<file path="config.mk">
export PLATFORM = sky130hd
export DESIGN_NAME = pointer_sequencer_flat
export DESIGN_NICKNAME = d
export VERILOG_FILES = /design/src/rtl/pointer_sequencer_pkg.sv /design/src/rtl/pointer_sequencer_if.sv /design/src/rtl/pointer_sequencer_tc_counter.sv /design/src/rtl/pointer_sequencer.sv /design/src/flat_wrapper.sv
export SDC_FILE = /design/constraint.sdc
export NUM_CORES = 1
export LEC_CHECK = 0
export BUFFER_PORTS_ARGS = -buffer_cell sky130_fd_sc_hd__buf_2
export CAP_MARGIN = 10
export CORE_UTILIZATION = 40
export CTS_BUF_LIST = sky130_fd_sc_hd__clkbuf_2 sky130_fd_sc_hd__clkbuf_4 sky130_fd_sc_hd__clkbuf_8
export CTS_CLUSTER_SIZE = 28
export DETAILED_ROUTE_END_ITERATION = 10
export GPL_TIMING_DRIVEN = 0
export PLACE_DENSITY = 0.61
export SLEW_MARGIN = 25
export SYNTH_ARGS = -nofsm -noshare
export SYNTH_HDL_FRONTEND = slang
export SYNTH_SLANG_ARGS = --single-unit
</file>
<file path="constraint.sdc">
create_clock -name Clk -period 3.53 [get_ports Clk]
set_input_delay 0.706 -clock Clk [delete_from_list [all_inputs] [get_ports Clk]]
set_output_delay 0.706 -clock Clk [all_outputs]
set_load 0.05 [all_outputs]
</file>
<file path="src/rtl/pointer_sequencer_pkg.sv">
// ============================================================================
//  Module      : pointer_sequencer_pkg
//  Description : Shared constants for the matrix pointer sequencer: FSM state
//                encoding and default count width.
//  Revision    : 1.0 - initial release
// ============================================================================
`default_nettype none

package pointer_sequencer_pkg;

    localparam int DEFAULT_W = 8;

    localparam logic [1:0] c_ST_IDLE = 2'd0;
    localparam logic [1:0] c_ST_RUN  = 2'd1;
    localparam logic [1:0] c_ST_DONE = 2'd2;

endpackage

`default_nettype wire

</file>
<file path="src/rtl/pointer_sequencer_if.sv">
// ============================================================================
//  Module      : pointer_sequencer_if
//  Description : Processor-side bus and pointer strobe bundle for the
//                matrix pointer sequencer.
//  Revision    : 1.0 - initial release
// ============================================================================
`default_nettype none

import pointer_sequencer_pkg::*;

interface pointer_sequencer_if #(
    parameter int W = DEFAULT_W
);
    logic [W-1:0] BusOut;
    logic         Wen_R;
    logic         Wen_C;
    logic         Start;
    logic         Step;
    logic         CP_INC;
    logic         CP_REW;
    logic         RP_INC;
    logic         RP_REW;
    logic         Busy;
    logic         Done;
    logic         Err;
    logic         Col_last;
    logic         Row_last;

    modport master (
        output BusOut, Wen_R, Wen_C, Start, Step,
        input  CP_INC, CP_REW, RP_INC, RP_REW, Busy, Done, Err, Col_last, Row_last
    );

    modport slave (
        input  BusOut, Wen_R, Wen_C, Start, Step,
        output CP_INC, CP_REW, RP_INC, RP_REW, Busy, Done, Err, Col_last, Row_last
    );
endinterface

`default_nettype wire

</file>
<file path="src/rtl/pointer_sequencer_tc_counter.sv">
// ============================================================================
//  Module      : tc_counter
//  Description : W-bit up counter with synchronous clear and a terminal
//                compare flag (count == limit - 1).
//  Revision    : 1.0 - initial release
// ============================================================================
`default_nettype none

import pointer_sequencer_pkg::*;

module tc_counter #(
    parameter int W = DEFAULT_W
) (
    input  wire logic         clk,
    input  wire logic         rst,
    input  wire logic         i_clr,
    input  wire logic         i_inc,
    input  wire logic [W-1:0] i_limit,
    output logic              o_tc
);
    localparam logic [W-1:0] c_ONE = {{(W-1){1'b0}}, 1'b1};

    logic [W-1:0] r_cnt;

    // Count up on increment; clear takes priority so a wrap-to-zero rewind wins.
    always_ff @(posedge clk) begin
        if (rst || i_clr) begin
            r_cnt <= '0;
        end else if (i_inc) begin
            r_cnt <= r_cnt + c_ONE;
        end
    end

    // Terminal compare in W-bit unsigned arithmetic; the counter never passes limit-1.
    assign o_tc = (r_cnt == (i_limit - c_ONE));

endmodule

`default_nettype wire

</file>
<file path="src/rtl/pointer_sequencer.sv">
// ============================================================================
//  Module      : pointer_sequencer
//  Description : Walks a rows x cols matrix one element per Step, issuing
//                registered increment/rewind strobes to the column and row
//                pointer registers.
//  Revision    : 1.0 - initial release
// ============================================================================
`default_nettype none

import pointer_sequencer_pkg::*;

module pointer_sequencer #(
    parameter int W = DEFAULT_W
) (
    input  wire logic          Clk,
    input  wire logic          RST,
    pointer_sequencer_if.slave bus
);
    logic [W-1:0] r_rows;
    logic [W-1:0] r_cols;
    logic [1:0]   r_state;
    logic [1:0]   w_next;

    logic w_idle, w_run, w_done_st, w_start_ok, w_adv, w_c_tc, w_r_tc;
    logic w_c_clr, w_c_inc, w_r_clr, w_r_inc;
    logic w_cp_inc, w_cp_rew, w_rp_inc, w_rp_rew, w_err, w_busy, w_done;
    logic r_cp_inc, r_cp_rew, r_rp_inc, r_rp_rew, r_err, r_busy, r_done;

    assign w_idle     = (r_state == c_ST_IDLE);
    assign w_run      = (r_state == c_ST_RUN);
    assign w_done_st  = (r_state == c_ST_DONE);
    assign w_start_ok = bus.Start && (r_rows != '0) && (r_cols != '0);
    assign w_adv      = w_run && bus.Step;

    // Dimension registers; a Start in the same cycle still sees the old values.
    always_ff @(posedge Clk) begin
        if (RST) begin
            r_rows <= '0;
            r_cols <= '0;
        end else begin
            if (bus.Wen_R) r_rows <= bus.BusOut;
            if (bus.Wen_C) r_cols <= bus.BusOut;
        end
    end

    // Counter control: both cleared on a good Start, column rewinds at row end.
    assign w_c_clr = (w_idle && w_start_ok) || (w_adv && w_c_tc);
    assign w_c_inc = w_adv && !w_c_tc;
    assign w_r_clr = w_idle && w_start_ok;
    assign w_r_inc = w_adv && w_c_tc && !w_r_tc;

    tc_counter #(.W(W)) u_col_cnt (
        .clk     (Clk),
        .rst     (RST),
        .i_clr   (w_c_clr),
        .i_inc   (w_c_inc),
        .i_limit (r_cols),
        .o_tc    (w_c_tc)
    );

    tc_counter #(.W(W)) u_row_cnt (
        .clk     (Clk),
        .rst     (RST),
        .i_clr   (w_r_clr),
        .i_inc   (w_r_inc),
        .i_limit (r_rows),
        .o_tc    (w_r_tc)
    );

    // State register.
    always_ff @(posedge Clk) begin
        if (RST) r_state <= c_ST_IDLE;
        else     r_state <= w_next;
    end

    // Next-state: Start only matters in IDLE, Step only in RUN, DONE is one cycle.
    always_comb begin
        w_next = r_state;
        case (r_state)
            c_ST_IDLE: if (w_start_ok) w_next = c_ST_RUN;
            c_ST_RUN:  if (w_adv && w_c_tc && w_r_tc) w_next = c_ST_DONE;
            c_ST_DONE: w_next = c_ST_IDLE;
            default:   w_next = c_ST_IDLE;
        endcase
    end

    // Output decode: next values of the registered strobes and flags.
    always_comb begin
        w_cp_inc = w_adv && !w_c_tc;
        w_cp_rew = w_adv && w_c_tc;
        w_rp_inc = w_adv && w_c_tc && !w_r_tc;
        w_rp_rew = w_adv && w_c_tc && w_r_tc;
        w_err    = w_idle && bus.Start && !w_start_ok;
        w_busy   = (w_next == c_ST_RUN);
        w_done   = w_done_st;
    end

    // Output registers; each strobe is a single-cycle pulse.
    always_ff @(posedge Clk) begin
        if (RST) begin
            r_cp_inc <= 1'b0;
            r_cp_rew <= 1'b0;
            r_rp_inc <= 1'b0;
            r_rp_rew <= 1'b0;
            r_err    <= 1'b0;
            r_busy   <= 1'b0;
            r_done   <= 1'b0;
        end else begin
            r_cp_inc <= w_cp_inc;
            r_cp_rew <= w_cp_rew;
            r_rp_inc <= w_rp_inc;
            r_rp_rew <= w_rp_rew;
            r_err    <= w_err;
            r_busy   <= w_busy;
            r_done   <= w_done;
        end
    end

    assign bus.CP_INC   = r_cp_inc;
    assign bus.CP_REW   = r_cp_rew;
    assign bus.RP_INC   = r_rp_inc;
    assign bus.RP_REW   = r_rp_rew;
    assign bus.Err      = r_err;
    assign bus.Busy     = r_busy;
    assign bus.Done     = r_done;
    assign bus.Col_last = w_run && w_c_tc;
    assign bus.Row_last = w_run && w_r_tc;

endmodule

`default_nettype wire

</file>
<file path="src/flat_wrapper.sv">
// flat-port wrapper written by rule: the top's interface ports become plain ports
module pointer_sequencer_flat 
#(
    parameter int W = DEFAULT_W
)
  (Clk, RST, bus_BusOut, bus_Wen_R, bus_Wen_C, bus_Start, bus_Step, bus_CP_INC, bus_CP_REW, bus_RP_INC, bus_RP_REW, bus_Busy, bus_Done, bus_Err, bus_Col_last, bus_Row_last);
  pointer_sequencer_if #(.W(W)) bus_i ();
  input  wire logic Clk;
  input  wire logic RST;
  input wire logic [$bits(bus_i.BusOut)-1:0] bus_BusOut;
  input wire logic [$bits(bus_i.Wen_R)-1:0] bus_Wen_R;
  input wire logic [$bits(bus_i.Wen_C)-1:0] bus_Wen_C;
  input wire logic [$bits(bus_i.Start)-1:0] bus_Start;
  input wire logic [$bits(bus_i.Step)-1:0] bus_Step;
  output wire logic [$bits(bus_i.CP_INC)-1:0] bus_CP_INC;
  output wire logic [$bits(bus_i.CP_REW)-1:0] bus_CP_REW;
  output wire logic [$bits(bus_i.RP_INC)-1:0] bus_RP_INC;
  output wire logic [$bits(bus_i.RP_REW)-1:0] bus_RP_REW;
  output wire logic [$bits(bus_i.Busy)-1:0] bus_Busy;
  output wire logic [$bits(bus_i.Done)-1:0] bus_Done;
  output wire logic [$bits(bus_i.Err)-1:0] bus_Err;
  output wire logic [$bits(bus_i.Col_last)-1:0] bus_Col_last;
  output wire logic [$bits(bus_i.Row_last)-1:0] bus_Row_last;
  assign bus_i.BusOut = bus_BusOut;
  assign bus_i.Wen_R = bus_Wen_R;
  assign bus_i.Wen_C = bus_Wen_C;
  assign bus_i.Start = bus_Start;
  assign bus_i.Step = bus_Step;
  assign bus_CP_INC = bus_i.CP_INC;
  assign bus_CP_REW = bus_i.CP_REW;
  assign bus_RP_INC = bus_i.RP_INC;
  assign bus_RP_REW = bus_i.RP_REW;
  assign bus_Busy = bus_i.Busy;
  assign bus_Done = bus_i.Done;
  assign bus_Err = bus_i.Err;
  assign bus_Col_last = bus_i.Col_last;
  assign bus_Row_last = bus_i.Row_last;
  pointer_sequencer #(.W(W)) u_core (.Clk(Clk), .RST(RST), .bus(bus_i));
endmodule
</file>
Word level (Yosys, flattened, before mapping)
Cells that the tools add are included.

storage, ports and cells
  flip-flop bits (word level) = 41
  input bits = 14
  output and inout port bits = 9
  logic and storage cells = 45

cells by class
  add/subtract/negate cells = 4
  eq/ne operators = 5
  mux-type cells = 3
  reduce and logical (&&, ||, !) cells = 21

operators by type and width
  kind                                                                 count
  8-bit by 1-bit adder with 8-bit output (second input constant)       2
  8-bit == test                                                        2
  8-bit nonzero test                                                   2
  8-bit by 1-bit subtractor with 8-bit output (second input constant)  2
  1-bit logical AND                                                    12
  2-bit by 1-bit == test with 1-bit output (second input constant)     2
  2-bit 2-to-1 mux                                                     2
  2-bit case mux with 2 select lines                                   1
  1-bit logical NOT                                                    3
  1-bit logical OR                                                     3
  2-bit == test (second input constant)                                1
  2-bit logical NOT                                                    1

Longest topological paths before layout
Gate-level depths: netlist (run 1).

  word-level depth = 7
  mapped depth = 10
  depth with buffers taken out = 8

Cells and area by module
Synthesis (run 1) repeated with hierarchy kept, for this count alone.

unflattened totals
  cells, all modules = 230
  area, all modules = 2123.3 um^2

modules (own cells, without submodules)
  module             instances  cells an instance  area each (um^2)
  tc_counter         2          71                 588.1
  pointer_sequencer  1          88                 947.2

Worst setup path before layout (run 1)
No wires, ideal clock.

  path type = flip-flop to output port
  from = reg u_core.r_cols[0]
  to = out bus_Col_last
  arrival time = 2722 ps
  slack = 102 ps
  cell stages (with the launch flop) = 7
  path buffers = 0
  cells stage by stage = dfxtp_1 -> inv_1 -> ha_1 -> nor3b_1 -> xnor2_1 -> o2111ai_1 -> nor4_1

between the ends
  cells in the longest elaborated chain, start to end = 3

RTL lines
  what                                         RTL line                            source
  start, declared                              pointer_sequencer.sv:20             logic [W-1:0] r_cols;
  start signal, assigned                       pointer_sequencer.sv:42             if (bus.Wen_C) r_cols <= bus.BusOut;
  8-bit by 1-bit subtractor with 8-bit output  pointer_sequencer_tc_counter.sv:35  assign o_tc = (r_cnt == (i_limit - c_ONE));
  8-bit == test                                pointer_sequencer_tc_counter.sv:35
  1-bit logical AND                            pointer_sequencer.sv:126            assign bus.Col_last = w_run && w_c_tc;
  end, declared                                flat_wrapper.sv:22                  output wire logic [$bits(bus_i.Col_last)-1:0] bus_Col_last;

No other way between the ends.

Worst setup path after layout (run 1)
  from = reg u_core.r_rows[0]
  to = out bus_Row_last

between the ends
  cells in the longest elaborated chain, start to end = 3

RTL lines
  what                                         RTL line                            source
  start, declared                              pointer_sequencer.sv:19             logic [W-1:0] r_rows;
  start signal, assigned                       pointer_sequencer.sv:41             if (bus.Wen_R) r_rows <= bus.BusOut;
  8-bit by 1-bit subtractor with 8-bit output  pointer_sequencer_tc_counter.sv:35
  8-bit == test                                pointer_sequencer_tc_counter.sv:35
  1-bit logical AND                            pointer_sequencer.sv:127            assign bus.Row_last = w_run && w_r_tc;
  end, declared                                flat_wrapper.sv:23                  output wire logic [$bits(bus_i.Row_last)-1:0] bus_Row_last;

No other way between the ends.

==> results of run 1 <==
==> synthesized netlist by cell type, drive strengths merged <==
library cell	number	area [µm²]
a41oi	1	8.76
xnor2	8	77.6
o21ba	2	20.0
o21ai	6	30.0
nand2b	3	18.8
o21a	1	7.51
mux2i	18	180
nand3b	2	15.0
nand2	6	22.5
o2111ai	1	8.76
o31ai	7	52.6
or3	5	31.3
a21o	1	7.51
dfxtp	41	821
nand4	3	18.8
buf	2	15.0
clkbuf	8	30.0
xor2	13	114
nand3	6	30.0
and3	8	50.1
a21oi	19	95.1
or4	8	63.8
inv	7	26.3
nor2	31	116
nor3	9	45.0
o31a	1	8.76
o22ai	1	12.5
o211ai	2	15.0
ha	6	75.1
nor4	9	62.6
and2	2	12.5
a31oi	1	6.26
nor3b	2	15.0
a221oi	1	8.76
==> how the worst max path moves through the flow <==
stage / start / cells past startpoint / endpoint
after global routing: u_core.r_rows[0]$_SDFFE_PP0P_ / 8 / bus_Row_last
after floorplan: u_core.r_cols[0]$_SDFFE_PP0P_ / 6 / bus_Col_last
after detailed placement: u_core.r_rows[0]$_SDFFE_PP0P_ / 8 / bus_Row_last
after global placement: u_core.r_rows[0]$_SDFFE_PP0P_ / 8 / bus_Row_last
after CTS: u_core.r_rows[0]$_SDFFE_PP0P_ / 8 / bus_Row_last
final: u_core.r_rows[0]$_SDFFE_PP0P_ / 8 / bus_Row_last
==> metrics by stage <==
stage	cells	power (mW)	area, µm²	worst slack [ns]
2_1_floorplan	241	0.615	2120	0.102
3_3_place_gp	330	0.648	2300	0.457
3_5_place_dp	330	0.651	2300	0.424
4_1_cts	338	0.978	2400	0.0750
5_1_grt	338	1.02	2400	0.0541
6_report	338	0.961	2400	0.188
==> timing repair <==
action | CTS | global route
hold buffers | 0 | 0
setup endpoints to repair | 0 | 1
endpoints found under the hold margin | 0 | 0
gates resized for setup | 0 | 1
==> state kept, by name, summed over array words and instances (netlist names) <==
register	flops
u_core.bus.Busy	1
u_core.bus.CP_INC	1
u_core.r_cols	8
u_core.bus.Done	1
u_core.r_rows	8
u_core.bus.RP_INC	1
u_core.r_state	2
u_core.bus.Err	1
u_core.bus.RP_REW	1
u_core.bus.CP_REW	1
u_core.u_row_cnt.r_cnt	8
u_core.u_col_cnt.r_cnt	8
==> cells by family after synthesis <==
group | Yosys count
flops | 41
buf+inv | 17
mux | 18
compound gates | 44
simple gates | 94
fa+ha+maj | 6
xor+xnor | 21
==> tightest hold or removal path, stage by stage, from the launching register on <==
cell and delay, ns:
dfxtp_1 0.33, o31ai_1 0.07, a21oi_1 0.05
==> cell type report <==
cell class              count  area (µm²)
clock inverters             3        25.0
inverters                   7        26.3
flip-flops and latches     41         821
multi-input cells         183        1230
plain buffers              10        45.0
repair buffers             19        95.1
well taps                  70        87.6
clock buffers               5        68.8
fillers                   545        2710
==> power by group through the flow <==
stage	logic [mW]	clock network (mW)	registers, mW
after floorplan	0.103	0	0.511
final	0.143	0.321	0.497
after global placement	0.141	0	0.508
after CTS	0.144	0.338	0.497
after detailed placement	0.143	0	0.508
after global routing	0.160	0.357	0.500
==> metal layers <==
layer,up-vias,track usage,share of wire,routed length [µm]
met5,-,0,0,0
met4,0,0.0566,0.0076,35
met3,2,0.0402,0.035,163
met2,28,0.281,0.43,1990
met1,834,0.254,0.52,2410
li1,936,-,-,-
==> flow_metrics.env, run 1 <==
export IMPL_synthesis_area_mm2=0.00212
export IMPL_holdPathEnd="u_core.u_row_cnt.r_cnt[7]$_SDFFE_PP0P_"
export IMPL_p_leak_nw=0.974
export IMPL_grt_pass1_vias=1622
export IMPL_grt_pass1_wl_mm=7.64
export IMPL_cts_sinks=41
export IMPL_numPortBuffers=19
export IMPL_worst_path_max_delay_cell="or4_4"
export IMPL_overflow=0
export IMPL_critPathMaxFanout=6
export IMPL_slew_viol_final=0
export IMPL_fmax_ghz=0.299
export IMPL_finalHoldViolCount=0
export IMPL_holdWs_ns=0.498
export IMPL_antenna_found_initial=0
export IMPL_ios=23
export IMPL_tightest_slew_ns=0.723
export IMPL_vias=1800
export IMPL_insertedDiodeCount=0
export IMPL_r2r_end="u_core.u_row_cnt.r_cnt[6]$_SDFFE_PP0P_"
export IMPL_initial_utilization=0.415
export IMPL_synth_compound_area_frac=0.133
export IMPL_fp_dieH_um=74.8
export IMPL_ff2ff_setup_slack_ns=0.72
export IMPL_routedWlPerCell_um=13.6
export IMPL_power_density_mw_per_mm2=400
export IMPL_nets=287
export IMPL_synth_mux_area_frac=0.0849
export IMPL_cts_root_buf="clkbuf_8"
export IMPL_wl_mm=4.60
export IMPL_irDropWorstVdd_mv=0.243
export IMPL_synth_fa_ha_area_frac=0.0354
export IMPL_rsz0062_at_grt="false"
export IMPL_synthToLayoutAreaGrowth_pct=13.2
export IMPL_r2r_start="u_core.r_cols[0]$_SDFFE_PP0P_"
export IMPL_fin_worst_skew_ns=0.00801
export IMPL_crit_type="reg -> out"
export IMPL_cp_arrival_ns=2.64
export IMPL_internal_power_uw=679
export IMPL_p_sw_uw=282
export IMPL_cp_start_kind="register"
export IMPL_route_detailed_drc=0
export IMPL_drive_gt1_frac=0.131
export IMPL_setup_worst_path_end_class="output pin"
export IMPL_synth_net_count=261
export IMPL_hold_path_cell_count=2
export IMPL_r2r_cells=10
export IMPL_final_common_cell="dfxtp_1"
export IMPL_avgSynthCellArea_um2=8.81
export IMPL_fin_crit_ns=3.34
export IMPL_setup_violations_final=0
export IMPL_cp_cell_sequence="inv_1 -> ha_1 -> o21ba_2 -> a221oi_1 -> a41oi_1 -> or4_4 -> nor2_1 -> buf_2"
export IMPL_dp_hpwl_mm=3.47
export IMPL_clk_path_buf_depth=2
export IMPL_synth_top_family_by_area="simple AND/OR/NAND/NOR gates"
export IMPL_gp_congestion=0.840
export IMPL_clkTransAtPathRegs_ns=0.08
export IMPL_swShare=0.293
export IMPL_cap_violations=0
export IMPL_combPwrFrac=0.148
export IMPL_yosys_area_share_xor_xnor=0.0902
export IMPL_cpLargestDelayFamily="compound AO/OA/AOI/OAI gates"
export IMPL_drt_pass1_iterations=4
export IMPL_clk_insertion_delay_late_ns=0.29
export IMPL_post_cts_buffers=0
export IMPL_seqPwrFrac=0.517
export IMPL_core_area_mm2=0.00511
export IMPL_grt_util_all_layers=0.182
export IMPL_hold_start="u_core.u_row_cnt.r_cnt[7]$_SDFFE_PP0P_"
export IMPL_numCtsBuffers=5
export IMPL_synthCells=241
export IMPL_htree_num_levels=2
export IMPL_via_per_inst=5.33
export IMPL_grt_max_degree=16
export IMPL_final_cell_mix="dfxtp_1 (41), nor2_1 (31), a21oi_1 (19), buf_2 (19), mux2i_1 (18)"
export IMPL_synth_cell_types=38
export IMPL_die_area_mm2=0.00560
export IMPL_synth_warnings=0
export IMPL_drt_iter0_drc=81
export IMPL_outcome="finished clean"
export IMPL_slowest_delay_ns=0.51
export IMPL_num_rows=26
export IMPL_relSlewSlack=0.514
export IMPL_cts_tree="done"
export IMPL_min_period_over_period=0.947
export IMPL_hp_class="reg -> reg"
export IMPL_finish_utilization=0.470
export IMPL_die_x_um=74.8
export IMPL_p_clk_frac=0.334
export IMPL_ys_ff_latch=41
export IMPL_path_buf_inv=2
export IMPL_yosys_area_share_simple=0.236
export IMPL_tns_ns=0
export IMPL_ys_seq_area_frac=0.387
export IMPL_drtAntennaViolNets=0
export IMPL_crit_required_ns=2.82
(Power assumes the default switching activity.)
==> run 2: changes to the inputs <==
- ABC_AREA: not set -> 1
- CTS_BUF_LIST: sky130_fd_sc_hd__clkbuf_2 sky130_fd_sc_hd__clkbuf_4 sky130_fd_sc_hd__clkbuf_8 -> not set
==> run 2 against run 1 <==
Compared with the run above:
- register-to-register slack gained 0.70 ns
- global-route usage up 0.65 points
- critical path type unchanged
- total power increased by 1.1%
- fmax up 15%
- non-clock buffer count decreased by 2
- critical endpoint unchanged
==> flow_metrics.env, run 2 <==
export IMPL_crit_type="reg -> out"
export IMPL_holdPathEnd="u_core.bus.Done$_SDFF_PP0_"
export IMPL_grt_pass1_wl_mm=9.11
export IMPL_cap_violations=0
export IMPL_cts_tree="done"
export IMPL_worst_path_max_delay_cell="dfxtp_1"
export IMPL_hp_class="reg -> reg"
export IMPL_insertedDiodeCount=0
export IMPL_antenna_found_initial=0
export IMPL_drt_iter0_drc=111
export IMPL_routedWlPerCell_um=11.1
export IMPL_overflow=0
export IMPL_ff2ff_setup_slack_ns=1.42
export IMPL_tightest_slew_ns=0.538
export IMPL_r2r_start="u_core.r_cols[0]$_SDFFE_PP0P_"
export IMPL_yosys_cell_count_top_type="nand2_1"
export IMPL_fin_worst_skew_ns=0.00475
export IMPL_avgSynthCellArea_um2=6.66
export IMPL_synthToLayoutAreaGrowth_pct=12.0
export IMPL_cp_start_kind="register"
export IMPL_die_x_um=78.8
export IMPL_synth_fa_ha_area_frac=0.0318
export IMPL_fmax_ghz=0.345
export IMPL_cts_root_buf="clkbuf_8"
export IMPL_synthesis_area_mm2=0.00236
export IMPL_setup_violations_final=0
export IMPL_ys_seq_area_frac=0.348
export IMPL_ios=23
export IMPL_r2r_cells=13
export IMPL_slew_viol_final=0
export IMPL_fin_cells=456
export IMPL_grt_max_degree=13
export IMPL_hold_start="u_core.r_state[0]$_SDFF_PP0_"
export IMPL_synthArstFlopShare=0
export IMPL_cp_arrival_ns=2.19
export IMPL_num_rows=27
export IMPL_wl_mm=5.08
export IMPL_dp_hpwl_mm=4.00
export IMPL_fillers=622
export IMPL_synth_compound_area_frac=0.122
export IMPL_yosys_area_share_xor_xnor=0.0817
export IMPL_route_detailed_drc=0
export IMPL_clk_insertion_delay_late_ns=0.29
export IMPL_drt_pass1_iterations=4
export IMPL_clk_path_buf_depth=2
export IMPL_synth_top_family_by_area="simple AND/OR/NAND/NOR gates"
export IMPL_yosys_area_share_simple=0.328
export IMPL_synthCells=354
export IMPL_power_density_mw_per_mm2=368
export IMPL_irDropWorstVdd_mv=0.147
export IMPL_synth_top_cell_area_share=0.348
export IMPL_synth_edff_count=0
export IMPL_via_per_inst=4.82
export IMPL_r2r_end="u_core.u_row_cnt.r_cnt[4]$_SDFFE_PP0P_"
export IMPL_initial_utilization=0.420
export IMPL_post_cts_buffers=0
export IMPL_cts_hold_buf=0
export IMPL_tns_ns=0
export IMPL_relSlewSlack=0.638
export IMPL_p_leak_nw=1.22
export IMPL_fp_dieH_um=78.8
export IMPL_gp_congestion=0.879
export IMPL_ys_ff_latch=41
export IMPL_cpLargestDelayFamily="simple AND/OR/NAND/NOR gates"
export IMPL_rsz0062_at_grt="false"
export IMPL_drtAntennaViolNets=0
export IMPL_fin_crit_ns=2.90
export IMPL_cts_resized=0
export IMPL_crit_top_cell="nor2_1"
export IMPL_slowest_delay_ns=0.38
export IMPL_outcome="finished clean"
export IMPL_synth_flop_cell="dfxtp_1"
export IMPL_cts_sinks=41
export IMPL_hold_path_cell_count=1
export IMPL_min_period_over_period=0.821
export IMPL_vias=2196
export IMPL_core_area_mm2=0.00561
export IMPL_grt_util_all_layers=0.189
export IMPL_synth_area_leaders="dfxtp_1 (35%), nand2_1 (13%), nand3_1 (8.3%)"
export IMPL_synth_mux_area_frac=0
export IMPL_synth_cell_types=27
export IMPL_critPathMaxFanout=5
export IMPL_cp_cell_sequence="inv_1 -> ha_1 -> xnor2_1 -> nor2_1 -> nand2_1 -> nor2_1 -> nand3_1 -> nor2_1 -> buf_2"
export IMPL_crit_required_ns=2.82
export IMPL_synth_warnings=0
export IMPL_die_area_mm2=0.00620
export IMPL_synth_net_count=374
export IMPL_path_buf_inv=2
export IMPL_final_common_cell="nand2_1"
export IMPL_finalHoldViolCount=0
export IMPL_drive_gt1_frac=0.122
export IMPL_yosysTopAreaCell="dfxtp_1"
export IMPL_setup_worst_path_end_class="output pin"
export IMPL_numPortBuffers=22
export IMPL_nets=403
export IMPL_htree_num_levels=2
export IMPL_numCtsBuffers=5
export IMPL_place_inst=448
export IMPL_synthTopCellsByCount="nand2_1 (83), inv_1 (43), dfxtp_1 (41)"
export IMPL_grt_pass1_vias=2060
export IMPL_clkTransAtPathRegs_ns=0.07
export IMPL_final_cell_mix="nand2_1 (83), inv_1 (43), dfxtp_1 (41)"
[run 2: final cells by class]
type                       count  area [µm²]  share of cell area
clock buffer                   6        72.6              0.0275
timing repair buffer          22         110              0.0417
clock inverter                 2        10.0             0.00379
buffer                         5        20.0             0.00758
inverter                      50         188              0.0711
sequential                    41         821               0.311
multi-input combinational    258        1330               0.503
tap                           72        90.1              0.0341
[run 2: kinds of logic (layout without fill, tap and decap cells)]
logic type / count (synthesis) / after routing
AOI/OAI and AO/OA: 55 / 55
and+or+nand+nor: 175 / 175
DFF: 41 / 41
adders and majority gates: 6 / 6
buffers and inverters: 55 / 85
xor gates and xnor gates: 22 / 22
[run 2: metrics by stage]
step	setup slack [ns]	cell area, µm²	total power, mW	hold WS (ns)	utilization
2_1_floorplan	0.841	2360	0.643	0.421	-
3_3_place_gp	0.942	2560	0.687	0.435	0.456
3_5_place_dp	0.938	2560	0.688	0.435	0.456
4_1_cts	0.601	2640	0.985	0.447	0.471
5_1_grt	0.387	2640	1.04	0.496	0.471
6_report	0.631	2640	0.971	0.446	0.471
[run 2: metal layers]
layer | up-vias | global-route usage | routed length (µm)
li1 | 1182 | - | -
met1 | 964 | 0.260 | 2670
met2 | 44 | 0.283 | 2130
met3 | 6 | 0.0437 | 212
met4 | 0 | 0.0741 | 68
met5 | - | 0 | 0
[run 2: worst max-delay path by stage]
stage / start / end / cells after the start
6_report: u_core.r_rows[0]$_SDFFE_PP0P_ / bus_Row_last / 9
5_1_grt: u_core.r_rows[0]$_SDFFE_PP0P_ / bus_Row_last / 12
4_1_cts: u_core.r_cols[0]$_SDFFE_PP0P_ / bus_Col_last / 11
3_5_place_dp: u_core.r_cols[0]$_SDFFE_PP0P_ / bus_Col_last / 11
3_3_place_gp: u_core.r_cols[0]$_SDFFE_PP0P_ / bus_Col_last / 11
2_1_floorplan: u_core.r_cols[0]$_SDFFE_PP0P_ / bus_Col_last / 10
[run 2: power breakdown]
part | switching (mW) | total (mW) | leakage (nW) | internal [mW]
Sequential | 0.0168 | 0.496 | 0.335 | 0.480
Combinational | 0.122 | 0.182 | 0.844 | 0.0601
Clock | 0.156 | 0.293 | 0.0450 | 0.137
==> run 3: changes to the inputs <==
- PLACE_DENSITY: 0.61 -> 0.63
- clock period: 3.53 -> 2.39 ns (I/O delays scaled with it)
==> run 3 against run 2 <==
Compared with the run above:
- clock power increased by 59%
- critical path depth grew 2
- register-to-register slack worse by 1.2 ns
- non-clock buffer count rose by 15
- total power rose by 57%
==> flow_metrics.env, run 3 (synthesis gave the netlist of run 2 again) <==
export IMPL_drtAntennaViolNets=0
export IMPL_tightest_slew_ns=0.506
export IMPL_clk_path_buf_depth=2
export IMPL_fillers=600
export IMPL_p_leak_nw=1.30
export IMPL_holdWs_ns=0.414
export IMPL_wl_mm=5.50
export IMPL_setup_worst_path_end_class="output pin"
export IMPL_initial_utilization=0.420
export IMPL_synthToLayoutAreaGrowth_pct=21.5
export IMPL_fin_cells=470
export IMPL_route_detailed_drc=0
export IMPL_min_period_over_period=0.982
export IMPL_slew_viol_final=0
export IMPL_finish_utilization=0.511
export IMPL_insertedDiodeCount=0
export IMPL_htree_num_levels=2
export IMPL_r2r_cells=15
export IMPL_overflow=0
export IMPL_vias=2269
export IMPL_crit_type="reg -> out"
export IMPL_fmax_ghz=0.426
export IMPL_final_common_cell="nand2_1"
export IMPL_cp_start_kind="register"
export IMPL_finalHoldViolCount=0
export IMPL_outcome="finished clean"
export IMPL_place_inst=448
export IMPL_final_cell_mix="nand2_1 (80), inv_1 (38), nand3_1 (37)"
export IMPL_routedWlPerCell_um=11.7
export IMPL_nets=418
export IMPL_drive_gt1_frac=0.216
export IMPL_hold_path_cell_count=2
export IMPL_dpl_cell_area_mm2=0.00256
export IMPL_grt_pass1_wl_mm=8.95
export IMPL_dp_hpwl_mm=4.04
export IMPL_power_density_mw_per_mm2=532
export IMPL_setup_violations_final=0
export IMPL_die_area_mm2=0.00620
export IMPL_die_x_um=78.8
export IMPL_relSlewSlack=0.659
export IMPL_irDropWorstVdd_mv=0.230
export IMPL_drt_iter0_drc=91
export IMPL_core_area_mm2=0.00561
export IMPL_ios=23
export IMPL_numPortBuffers=22
export IMPL_via_per_inst=4.83
export IMPL_cap_violations=0
export IMPL_fin_worst_skew_ns=0.00314
export IMPL_antenna_found_initial=0
export IMPL_rsz0062_at_grt="true"
export IMPL_cts_sinks=41
export IMPL_crit_required_ns=1.91
export IMPL_cts_root_buf="clkbuf_8"
export IMPL_gp_congestion=0.827
export IMPL_fin_crit_ns=2.35
export IMPL_cts_tree="done"
export IMPL_fin_area_mm2=0.00287
export IMPL_numCtsBuffers=5
export IMPL_grt_pass1_vias=2013
export IMPL_fp_dieH_um=78.8
export IMPL_clkTransAtPathRegs_ns=0.07
export IMPL_grt_max_degree=12
export IMPL_clk_insertion_delay_late_ns=0.30
export IMPL_hp_class="in -> reg"
export IMPL_critPathMaxFanout=4
export IMPL_num_rows=27
export IMPL_cp_arrival_ns=1.87
export IMPL_drt_pass1_iterations=4
export IMPL_grt_util_all_layers=0.184
[run 3: cell types whose count changed in the layout (fill, tap and decap cells not counted), moves of 3 or more]
cell,change
buf_4,+15
nor2_1,-8
nor2_2,+6
dfxtp_1,-5
dfxtp_2,+5
inv_1,-5
inv_2,+3
nand2_1,-3
[run 3: path summary, 6_finish.rpt]
path                                                     from                                endpoint  slack [ns]
worst max-delay path            u_core.r_cols[1]$_SDFFE_PP0P_                            bus_Col_last        0.04
worst min-delay path                                      RST            u_core.r_state[0]$_SDFF_PP0_        0.41
worst max register to register  u_core.r_cols[1]$_SDFFE_PP0P_  u_core.u_row_cnt.r_cnt[2]$_SDFFE_PP0P_        0.19
worst min register to register   u_core.r_state[0]$_SDFF_PP0_              u_core.bus.Done$_SDFF_PP0_        0.45
[run 3: stage by stage]
step / power (mW) / setup TNS [ns] / setup slack, ns
2_1_floorplan: 0.951 / 0 / 0.156
3_3_place_gp: 1.01 / 0 / 0.0305
3_5_place_dp: 1.02 / 0 / 0.0264
4_1_cts: 1.49 / -0.000705 / -0.000705
5_1_grt: 1.61 / -0.136 / -0.0787
6_report: 1.53 / 0 / 0.0438
[run 3: area by class of cell]
type,instances,area [µm²],area share
inverters,50,193,0.0672
well taps,72,90.1,0.0314
repair buffers,37,235,0.0821
multi-input cells,258,1410,0.493
clock buffers,7,86.3,0.0301
plain buffers,5,20.0,0.00699
flip-flops and latches,41,827,0.289
[run 3: layer usage]
layer	global-route usage	up-vias	part of all wire
met5	0	-	0
met4	0.0500	0	0.0096
met3	0.0356	7	0.045
met2	0.299	40	0.45
met1	0.248	1010	0.49
li1	-	1212	-
[run 3: where the power goes]
group          switching (mW)  internal [mW]  total [mW]  leakage (nW)
sequential             0.0272          0.710       0.737         0.337
combinational           0.204          0.119       0.323         0.918
clock                   0.236          0.229       0.465        0.0443
total                   0.467           1.06        1.53          1.30
[run 3: repair_timing]
action / 4_1_cts / 5_1_grt
gates resized for setup: 15 / 20
hold buffers: 0 / 0
endpoints found under the setup margin: 2 / 2
pin swaps: 5 / 14
setup buffers: 2 / 13
[run 3: worst max-delay path: stages, from the launching register on]
cell and delay [ns]:
dfxtp_2 0.36, inv_4 0.05, ha_4 0.27, inv_2 0.03, nand2_1 0.04, nand2_1 0.06
nor2_2 0.12, nand3_2 0.13, a21oi_4 0.15, nand3_4 0.10, nor2_4 0.11, buf_6 0.16
